## config.mk

```make
export PLATFORM = sky130hd
export DESIGN_NAME = read_sched
export DESIGN_NICKNAME = d
export VERILOG_FILES = /design/src/rtl/read_sched.sv
export SDC_FILE = /design/constraint.sdc
export NUM_CORES = 1
export LEC_CHECK = 0
export CELL_PAD_IN_SITES_DETAIL_PLACEMENT = 1
export CELL_PAD_IN_SITES_GLOBAL_PLACEMENT = 1
export CORE_MARGIN = 3
export CORE_UTILIZATION = 32
export CTS_BUF_LIST = sky130_fd_sc_hd__clkbuf_2
export DETAILED_ROUTE_END_ITERATION = 16
export PLACE_DENSITY = 0.76
export RECOVER_POWER = 25
export SLEW_MARGIN = 25
export SYNTH_ARGS = -nofsm -noshare
export SYNTH_HDL_FRONTEND = slang
export SYNTH_SLANG_ARGS = --single-unit
```

## constraint.sdc

```tcl
create_clock -name clk -period 1.3 [get_ports clk]
set_input_delay 0.13 -clock clk [delete_from_list [all_inputs] [get_ports clk]]
set_output_delay 0.13 -clock clk [all_outputs]
set_load 0.01 [all_outputs]
```

## src/rtl/read_sched.sv

```systemverilog
// rtl/read_sched.sv - two-bank ping-pong RAM read scheduler with per-bank release handshake
module read_sched #(
    parameter int SIZE   = 8,
    parameter bit STRICT = 1'b1
) (
    input  logic            clk,
    input  logic            rst,
    input  logic [1:0]      status_vld,
    input  logic [SIZE-1:0] r_data,
    input  logic            dout_rdy,
    output logic            r_addr,
    output logic            r_en,
    output logic [SIZE-1:0] dout,
    output logic            dout_vld,
    output logic [1:0]      r_done,
    output logic [7:0]      rd_cnt
);

    typedef enum logic [2:0] {
        ST_IDLE,
        ST_RD,
        ST_WAIT,
        ST_OUT,
        ST_REL
    } state_t;

    state_t          state_q, state_d;
    logic            rd_ptr_q, rd_ptr_d;
    logic            bank_q, bank_d;
    logic [SIZE-1:0] dout_q, dout_d;
    logic            dout_vld_q, dout_vld_d;
    logic [7:0]      rd_cnt_q, rd_cnt_d;
    logic            other_bank;

    assign other_bank = ~rd_ptr_q;

    // State and datapath registers; reset may land in the middle of any read
    always_ff @(posedge clk or posedge rst) begin
        if (rst) begin
            state_q    <= ST_IDLE;
            rd_ptr_q   <= 1'b0;
            bank_q     <= 1'b0;
            dout_q     <= '0;
            dout_vld_q <= 1'b0;
            rd_cnt_q   <= 8'd0;
        end else begin
            state_q    <= state_d;
            rd_ptr_q   <= rd_ptr_d;
            bank_q     <= bank_d;
            dout_q     <= dout_d;
            dout_vld_q <= dout_vld_d;
            rd_cnt_q   <= rd_cnt_d;
        end
    end

    // Next-state logic: pick a bank, read it, present the word, then hold release until the writer clears it
    always_comb begin
        state_d    = state_q;
        rd_ptr_d   = rd_ptr_q;
        bank_d     = bank_q;
        dout_d     = dout_q;
        dout_vld_d = dout_vld_q;
        rd_cnt_d   = rd_cnt_q;
        case (state_q)
            ST_IDLE: begin
                // The expected bank always wins, so both-valid serves rd_ptr first in either mode
                if (status_vld[rd_ptr_q]) begin
                    bank_d  = rd_ptr_q;
                    state_d = ST_RD;
                end else if (!STRICT && status_vld[other_bank]) begin
                    bank_d  = other_bank;
                    state_d = ST_RD;
                end
            end
            ST_RD: begin
                state_d = ST_WAIT;
            end
            ST_WAIT: begin
                dout_d     = r_data;
                dout_vld_d = 1'b1;
                state_d    = ST_OUT;
            end
            ST_OUT: begin
                if (dout_rdy) begin
                    dout_vld_d = 1'b0;
                    state_d    = ST_REL;
                end
            end
            ST_REL: begin
                // The writer may ignore r_done while busy, so keep it up until its flag is seen low
                if (!status_vld[bank_q]) begin
                    rd_ptr_d = ~bank_q;
                    rd_cnt_d = rd_cnt_q + 8'd1;
                    state_d  = ST_IDLE;
                end
            end
            default: begin
                state_d = ST_IDLE;
            end
        endcase
    end

    assign r_en     = (state_q == ST_RD);
    assign r_addr   = bank_q;
    assign dout     = dout_q;
    assign dout_vld = dout_vld_q;
    assign r_done   = (state_q == ST_REL) ? (bank_q ? 2'b10 : 2'b01) : 2'b00;
    assign rd_cnt   = rd_cnt_q;

endmodule

```

==> impl_metrics.csv <==
group,metric,value,unit
die,num_io_pins,34,
clock_tree,cts_buffers,3,
route,ant_nets,0,
global_route,grt_pass1_vias,1024,
placement,gp_congestion,0.737,
setup_path,cp_slowest_cell,"dfrtp_1",
setup_path,critical_path_class,"flip-flop to output port",
die,die_h,61.9,µm
clock_tree,clk_latency,0.34,ns
power,p_per_area,1920,nW/µm²
route,wire_per_inst,17.2,µm
setup_path,start_kind,"flip-flop",
setup_path,reg2reg_from,"state_q[1]",
synth,synth_common_cells,"22 x dfrtp_1, 8 x mux2_2, 7 x xnor2_1, 5 x nand4_1, 3 x and2_1",
synth,synth_cell_type_count,33,
die,fp.dieW,61.9,µm
synth,synthSimpleGateAreaFrac,15.8,%
clock_tree,cts_tree,"yes",
clock_tree,cts.clk_slew.worst_paths,0.21,ns
sta,tightest_slew,0.563,ns
synth,synth-edff-count,0,
route,vias_per_cell,5.12,
die,rows,19,
route,wirelength,3060,µm
setup_path,arrival,1.37,ns
power,power_leakage,0.000830,µW
clock_tree,clk_path_buf_depth,2,
global_route,grt_util_all_layers,18.1,%
route,firstDrtPassIters,3,
route,drt_iter0_drc,12,
setup_path,r2r_end,"rd_cnt[1]",
outcome,outcome,"finished, violations left",
placement,io_buffers,33,
synth,synth_xor_area_share,6.14,%
sta,maxSlewViolCount,0,
sta,slew_headroom,62.4,%
synth,synthAdderAreaFrac,1.25,%
clock_tree,cts_htree_levels,1,
synth,synth_top_family_by_area,"simple AND/OR/NAND/NOR gates",
synth,syn-mean-instance-area,12.6,µm²
sta,hold_viol,0,
setup_path,timing.critical_path.cells,"buf_4 -> nor3b_4 -> and2_1 -> buf_2",
synth,synth_most_common_cell,"dfrtp_1",
sta,period_share,115,%
sta,clock_skew,0.0135,ns
synth,yosys_warnings,0,
hold_path,hold_class,"primary input to async pin",
die,die_area,3830,µm²
sta,post-route-min-period,1.50,ns
placement,place_area,1500,µm²
route,vias,912,
global_route,grt_pass1_wl,4870,µm
global_route,grt_max_degree,23,
synth,syn_nets,93,
clock_tree,clockRootBuffer,"clkbuf_2",
finish,n_antenna_cell,0,
placement,hpwl,2050,µm
job,max_cap_violations,0,
setup_path,end_kind,"output port",
finish,area_delta_synth_final,68.0,%
sta,grt_setup_unrepaired,"yes",
synth,yosysTopAreaCellShare,55.1,%
clock_tree,cts.sinks,22,
synth,syn_area,998,µm²
finish,nets,162,
synth,synthFlopType,"dfrtp_1",
outcome,violations,"negative setup slack",
sta,setup-violations-final,16,
sta,fin_ws,-0.195,ns
route,drc_errors,0,
finish,drive_above_1_share,38.8,%
synth,synth_compound_area_share,6.77,%
setup_path,worstRegToRegCells,6,
synth,netlist_instances,79,
setup_path,cp-endpoint,"r_done[1]",
synth,ys_ff_latch,22,
synth,yosys.area.top_type,"dfrtp_1",
finish,fin_area,1680,µm²
sta,max_freq,0.669,GHz
setup_path,cp_max_fo,4,
synth,ys_top_cells_by_area,"dfrtp_1 55%, mux2_2 9.0%, xnor2_1 6.1%, nand4_1 3.1%, and2_1 1.9%",
setup_path,r2r_slack,-0.15,ns
synth,synth-async-reset-ratio,100,%
global_route,grt.overflow.total,0,
die,initial_utilization,35.0,%
setup_path,critical_path.startpoint,"state_q[1]",
power,peakVddDrop,1.09,mV
synth,ys_seq_area_share,55.1,%
finish,fin_util,58.8,%
die,core-area,2850,µm²
setup_path,slowest_delay,0.42,ns
synth,synth_mux_area_share,12.9,%
setup_path,required,1.17,ns
global_route,antenna_found_initial,0,
==> critical path, delay by kind of cell (launching register included) <==
kind | cells | cell delay, ns
buffers and inverters | 2 | 0.28
AND/OR/NAND/NOR | 2 | 0.34
flip-flops | 1 | 0.42
==> metrics by stage <==
stage | setup TNS [ns] | setup WS (ns) | cells | hold WS (ns) | power, µW
6_report | -1.67 | -0.195 | 178 | 0.319 | 3220
3_5_place_dp | -2.34 | -0.234 | 156 | 0.469 | 2670
5_1_grt | -3.69 | -0.314 | 178 | 0.346 | 3450
2_1_floorplan | -0.0429 | -0.0429 | 79 | 0.119 | 1850
4_1_cts | -1.94 | -0.227 | 177 | 0.0895 | 3220
3_3_place_gp | -1.76 | -0.202 | 156 | 0.463 | 2580
==> sequential cells by signal, indices dropped and copies added, names as in the netlist <==
signal,count
dout,8
rd_cnt,8
state_q,3
dout_vld,1
r_addr,1
rd_ptr_q,1
==> per-layer routing <==
metal	share of wire, %	wire [µm]	vias to the layer above	global-route usage (%)
li1	-	-	421	-
met1	37	1130	460	18.4
met2	55	1690	26	33.6
met3	5.9	182	5	4.96
met4	2.0	61	0	9.09
met5	0	0	-	0
==> how the worst min path moves through the flow <==
stage                     startpoint         to  slack [ns]  cells past startpoint
after global routing             rst  rd_cnt[6]        0.35                      3
after CTS                        rst  rd_cnt[7]        0.09                      3
final                            rst    dout[3]        0.32                      3
after floorplan                  rst    dout[0]        0.12                      1
after detailed placement    dout_vld   dout_vld        0.47                      1
after global placement     rd_cnt[7]  rd_cnt[7]        0.46                      1
==> final cells by class <==
class	count	area (µm²)
clock inverter	1	3.75
multi-input combinational	54	497
clock buffer	3	15.0
fill	308	1170
sequential	22	552
inverter	2	7.51
timing repair buffer	65	564
tap	31	38.8
==> cell usage in the layout, fill, tap and decap left out, types with 2 or more instances in the layout <==
master / synthesis / routed
dfrtp_1: 22 / 21
clkbuf_2: 0 / 4
mux2_4: 1 / 6
buf_2: 1 / 2
mux2_2: 8 / 3
buf_6: 0 / 2
dlygate4sd2_1: 0 / 18
a21o_1: 2 / 2
nor2_4: 0 / 2
nor2_1: 2 / 2
inv_1: 2 / 2
and3_1: 2 / 2
clkdlybuf4s50_1: 0 / 11
and2_1: 3 / 3
xnor2_1: 7 / 7
nand4_1: 5 / 5
buf_4: 1 / 27
nand2_1: 2 / 2
==> power breakdown <==
| part | total (µW) | leakage, µW | internal (µW) | switching (µW) |
|---|---|---|---|---|
| Combinational | 1880 | 0.000546 | 1080 | 802 |
| Clock | 276 | 0.0000140 | 66.8 | 209 |
| Sequential | 1070 | 0.000270 | 929 | 139 |
==> repair_timing <==
item	CTS	global route
gates resized for setup	44	4
hold buffers	0	0
endpoints found under the setup margin	33	21
pin swaps	5	4
cloned	1	0
buffers inserted	16	2
==> cells by family (layout without fill, tap and decap cells) <==
| group | count (synthesis) | count (layout) |
|---|---|---|
| xor+xnor | 7 | 7 |
| fa+ha+maj | 1 | 1 |
| buf+inv | 4 | 71 |
| compound gates | 10 | 10 |
| simple gates | 24 | 25 |
| flops | 22 | 22 |
| mux | 11 | 11 |
Power figures use the tool's default switching activity.
==> variant 1 (same settings) <==
Change the parameter `STRICT` from 1'b1 to 1'b0.
--- a/src/rtl/read_sched.sv
+++ b/src/rtl/read_sched.sv
@@ -2,5 +2,5 @@
 module read_sched #(
     parameter int SIZE   = 8,
-    parameter bit STRICT = 1'b1
+    parameter bit STRICT = 1'b0
 ) (
     input  logic            clk,
Function: changed (a bounded check fails within 4 cycles, from zero or initial values and one cycle with rst high).
==> variant 1 against the unedited design <==
- the run still ends with negative setup slack left
- clock power grew 80%
- hold slack improved by 0.0031 ns
- synthesized cell count up 3.8%
- total power grew 15%
- first-iteration DRC count is 92% higher
- routed wire length grew 21%
- critical endpoint unchanged
- sequential share of layout area down 2.7 points
- worst setup slack got worse by 0.082 ns
- design area is 9.8% higher
- non-clock buffer count is 2 higher
- critical path type unchanged
- area after synthesis increased by 3.3%
- sequential cell count stayed put
==> variant 1: results (changes against the unedited design) <==
Final #Nets=165 (+1.9%); Pre-antenna DRT Iters=4 (+1); syn_nets=96 (+3.2%); Synth top cells by count=22 x dfrtp_1, 8 x mux2_2, 7 x xnor2_1; clock-pin slew on the worst setup and hold paths=0.23 ns (+0.02 ns); GRT Util Overall=18.3% (+0.15 points); Hold Crit Class=in2async; cell internal pwr=2.42 mW (+17%); number of global-route vias before repair=1093 (+6.7%); port bufs=33 (unchanged); R2R setup slack=-0.25 ns (-0.10 ns); fillers=307 (-0.32%); Final setup violation count=20 (+4); Clock Tree Root=clkbuf_2; first-pass GRT wire length=5600 um (+15%); H-tree depth=1 (unchanged); wire length per cell=19.3 um (+12%); Pleak=0.903 nW (+8.7%); post-synthesis sequential area ratio=53.4% (-1.7 points); FF-to-FF path depth=7 (+1); CP arrival=1.45 ns (+0.08 ns); Final Hold Vio Count=0 (unchanged); Worst path top cell family by delay=flip-flops; Tightest Pin Transition=0.553 ns (-0.0104 ns); Final Skew=0.0142 ns (+0.000667 ns); Synth cell types=29 (-12%); DPL Wire Length=1960 um (-4.6%); setup slack after layout=-0.277 ns (-0.0816 ns); Max VDD drop=0.888 mV (-18%); Clock Tree Buf Depth=2 (unchanged); failing checks=negative setup slack; total CTS buffers=3 (unchanged); FF-to-FF End=rd_cnt[2]; DR vias=966 (+5.9%); CP Max Fanout=3 (-1); GPL Wtd Cong=0.743 (+0.72%); Ant. Diodes=0 (unchanged); Async SR Flop Fraction=100% (unchanged); share of layout cells above drive strength 1=48.7% (+9.9 points); Synth area leaders=dfrtp_1 53%, mux2_2 8.7%, xnor2_1 5.9%, nor3b_4 3.6%, and4_1 2.5%; clock latency on the worst-skew pair=0.35 ns; outcome=complete, but fails checks; Max stage delay on crit path=0.48 ns (+0.06 ns); Place WS=-0.322 ns (-0.0886 ns); initial drt markers=23 (+11)
==> variant 1: changes by cell type after synthesis, sizes merged, moves of 2 or more <==
cell	before	now
and2	3	1
and4	1	3
nand3	1	4
nand4	5	3
a21o	2	0
==> variant 1: cell families after synthesis <==
| logic type | after synthesis | synth area share (%) |
|---|---|---|
| flip-flops | 22 | 53.4 |
| AO/OA/AOI/OAI | 9 | 5.46 |
| AND/OR/NAND/NOR | 27 | 18.4 |
| adder cells (fa/ha/maj) | 1 | 1.21 |
| buffers and inverters | 6 | 4.00 |
| XOR/XNOR | 7 | 5.95 |
| multiplexers | 10 | 11.5 |
==> variant 1: area by class of cell <==
type	instances	share of cell area, %
Tap cell	42	2.85
Inverter	3	0.611
Timing Repair Buffer	67	33.5
Clock buffer	3	0.815
Multi-Input combinational cell	54	30.3
Clock inverter	1	1.63
Sequential cell	22	30.2
==> variant 1: worst max-delay path by stage <==
stage | startpoint | end | slack (ns)
CTS | state_q[1] | r_done[0] | -0.25
floorplan | state_q[0] | dout[0] | -0.03
finish | state_q[1] | r_done[1] | -0.28
global placement | state_q[1] | r_done[0] | -0.30
global route | state_q[1] | r_done[1] | -0.35
detailed placement | state_q[1] | r_done[0] | -0.32
==> variant 1: worst min-delay path, delay by kind of cell <==
kind     cells  cell delay, ns
buf+inv      3            1.05
==> variant 1: what timing repair did <==
item,4_1_cts,5_1_grt
buffers inserted,18,6
gates resized for setup,62,13
pin swaps,4,6
endpoints found under the setup margin,38,23
hold buffers,0,0
==> variant 1: stage by stage <==
| stage | setup TNS (ns) | hold WS (ns) | util (%) | cell area [um^2] | cells |
|---|---|---|---|---|---|
| final | -3.92 | 0.322 | 63.5 | 1840 | 192 |
| after global routing | -4.95 | 0.342 | 63.5 | 1840 | 192 |
| after CTS | -1.69 | 0.0984 | 60.5 | 1760 | 187 |
| after detailed placement | -2.06 | 0.474 | 51.3 | 1490 | 165 |
| after global placement | -1.47 | 0.470 | 51.3 | 1490 | 165 |
| after floorplan | -0.241 | 0.119 | - | 1040 | 82 |
==> variant 1: layer usage <==
layer  GRT usage, %  share of wire (%)  up-vias  wire (um)
li1               -                  -      428          -
met1           21.8                 41      488       1530
met2           32.8                 51       38       1900
met3           3.42                4.2       12        155
met4           5.79                3.3        0        122
met5              0                  0        -          0
==> variant 1: power groups by stage <==
stage	combinational, mW	sequential, mW	clock [mW]
global route	2.26	1.12	0.529
CTS	1.99	1.08	0.490
global placement	1.47	1.10	0
floorplan	0.721	1.18	0
finish	2.13	1.10	0.496
detailed placement	1.54	1.12	0
==> variant 2 (same flow settings) <==
Without the edit above. Re-encode `state_t` (5 states) as one-hot, 5 bits wide.
--- a/src/rtl/read_sched.sv
+++ b/src/rtl/read_sched.sv
@@ -17,10 +17,10 @@
 );
 
-    typedef enum logic [2:0] {
-        ST_IDLE,
-        ST_RD,
-        ST_WAIT,
-        ST_OUT,
-        ST_REL
+    typedef enum logic [4:0] {
+        ST_IDLE = 5'b00001,
+        ST_RD   = 5'b00010,
+        ST_WAIT = 5'b00100,
+        ST_OUT  = 5'b01000,
+        ST_REL  = 5'b10000
     } state_t;
 
Behaviour: same outputs for any inputs over 10 cycles, from zero or initial values and one cycle with rst high; not proved beyond that.
==> variant 2 against the unedited design <==
- the flow still finishes with violations (negative setup slack)
- critical endpoint unchanged
- register-to-register slack got worse by 0.31 ns
- worst setup slack got worse by 0.35 ns
- design area rose by 21%
- routed wire length rose by 24%
- sequential cell count rose by 2
- non-clock buffer count rose by 11
- hold slack improved by 0.021 ns
- clock power rose by 86%
- area after synthesis rose by 15%
- total power rose by 11%
- clock skew rose by 0.0045 ns
- first-iteration DRC count rose by 130%
- largest power group unchanged
==> variant 2: results (changes against the unedited design) <==
setup slack after layout=-0.541 ns (-0.346 ns); Multi-In Gates=69 (+28%); FF-to-FF Start=state_q[2]; combinational power=1.99 mW (+6%); post-CTS setup repair buffer count=19 (+3); Max VDD drop=0.712 mV (-35%); CP arrival=1.71 ns (+0.34 ns); number of global-route vias before repair=1184 (+16%); Post-CTS Resized=66 (+50%); Final Skew=0.0181 ns (+0.00453 ns); syn_nets=115 (+24%); post-route cell area=2030 um^2 (+21%); Worst path top cell family by delay=simple AND/OR/NAND/NOR gates; Synth Area in Compound Gates=7.33% (+0.56 points); CP max stage cell=or4_4; Synth top cells by count=23 x dfrtp_1, 10 x mux2_2, 9 x nor2_1; Place WS=-0.519 ns (-0.285 ns); post-synthesis mux area share=11.6% (-1.3 points); GPL Wtd Cong=0.785 (+6.4%); GRT Util Overall=17.4% (-0.73 points); clock sink count=24 (+9.1%); failing checks=negative setup slack; wire length per cell=17.0 um (-0.88%); Non-clk bufs=76 (+17%); fillers=358 (+16%); DPL Wire Length=2370 um (+15%); number of signal-net inverters in the final layout=4 (+2); Pre-antenna DRT Iters=4 (+1); Tightest Pin Transition=0.607 ns (+0.0434 ns); Power Density=1760 nW/um^2 (-8.1%); Layout non-clock buf frac=32.6% (-1.1 points); post-synthesis sequential area ratio=52.6% (-2.5 points); Psw=1.23 mW (+7.4%); Post-Route WL=3800 um (+24%); Hold WS=0.340 ns (+0.0212 ns); largest net degree at the start of global routing=25 (+8.7%); outcome=complete, but fails checks; Final setup violation count=24 (+8); FF-to-FF path depth=4 (-2); placed cell area=1680 um^2 (+12%); Synth Area in XOR/XNOR=6.13% (-0.013 points)
[variant 2: cell types whose count changed after synthesis, sizes merged, moves of 3 or more]
cell | before | now
a21oi | 1 | 4
and4b | 0 | 3
nand3 | 1 | 4
nor2 | 3 | 10
xnor2 | 7 | 3
nand4 | 5 | 2
o21ai | 2 | 6
xor2 | 0 | 5
[variant 2: metal layers]
metal	GRT usage, %	wire (um)	up-vias	share of wire [%]
met3	1.70	165	6	4.3
met1	20.1	1470	565	39
met2	32.7	2090	39	55
li1	-	-	506	-
met4	6.22	74	0	1.9
met5	0	0	-	0
[variant 2: how the worst max path moves through the flow]
stage	startpoint	to	slack, ns	cells past startpoint
final	state_q[2]	r_done[1]	-0.54	4
after global routing	state_q[2]	r_done[1]	-0.63	4
after CTS	state_q[2]	r_done[1]	-0.54	4
after detailed placement	state_q[2]	r_done[1]	-0.52	4
after global placement	state_q[0]	r_done[1]	-0.49	4
after floorplan	state_q[0]	rd_cnt[1]	-0.35	4
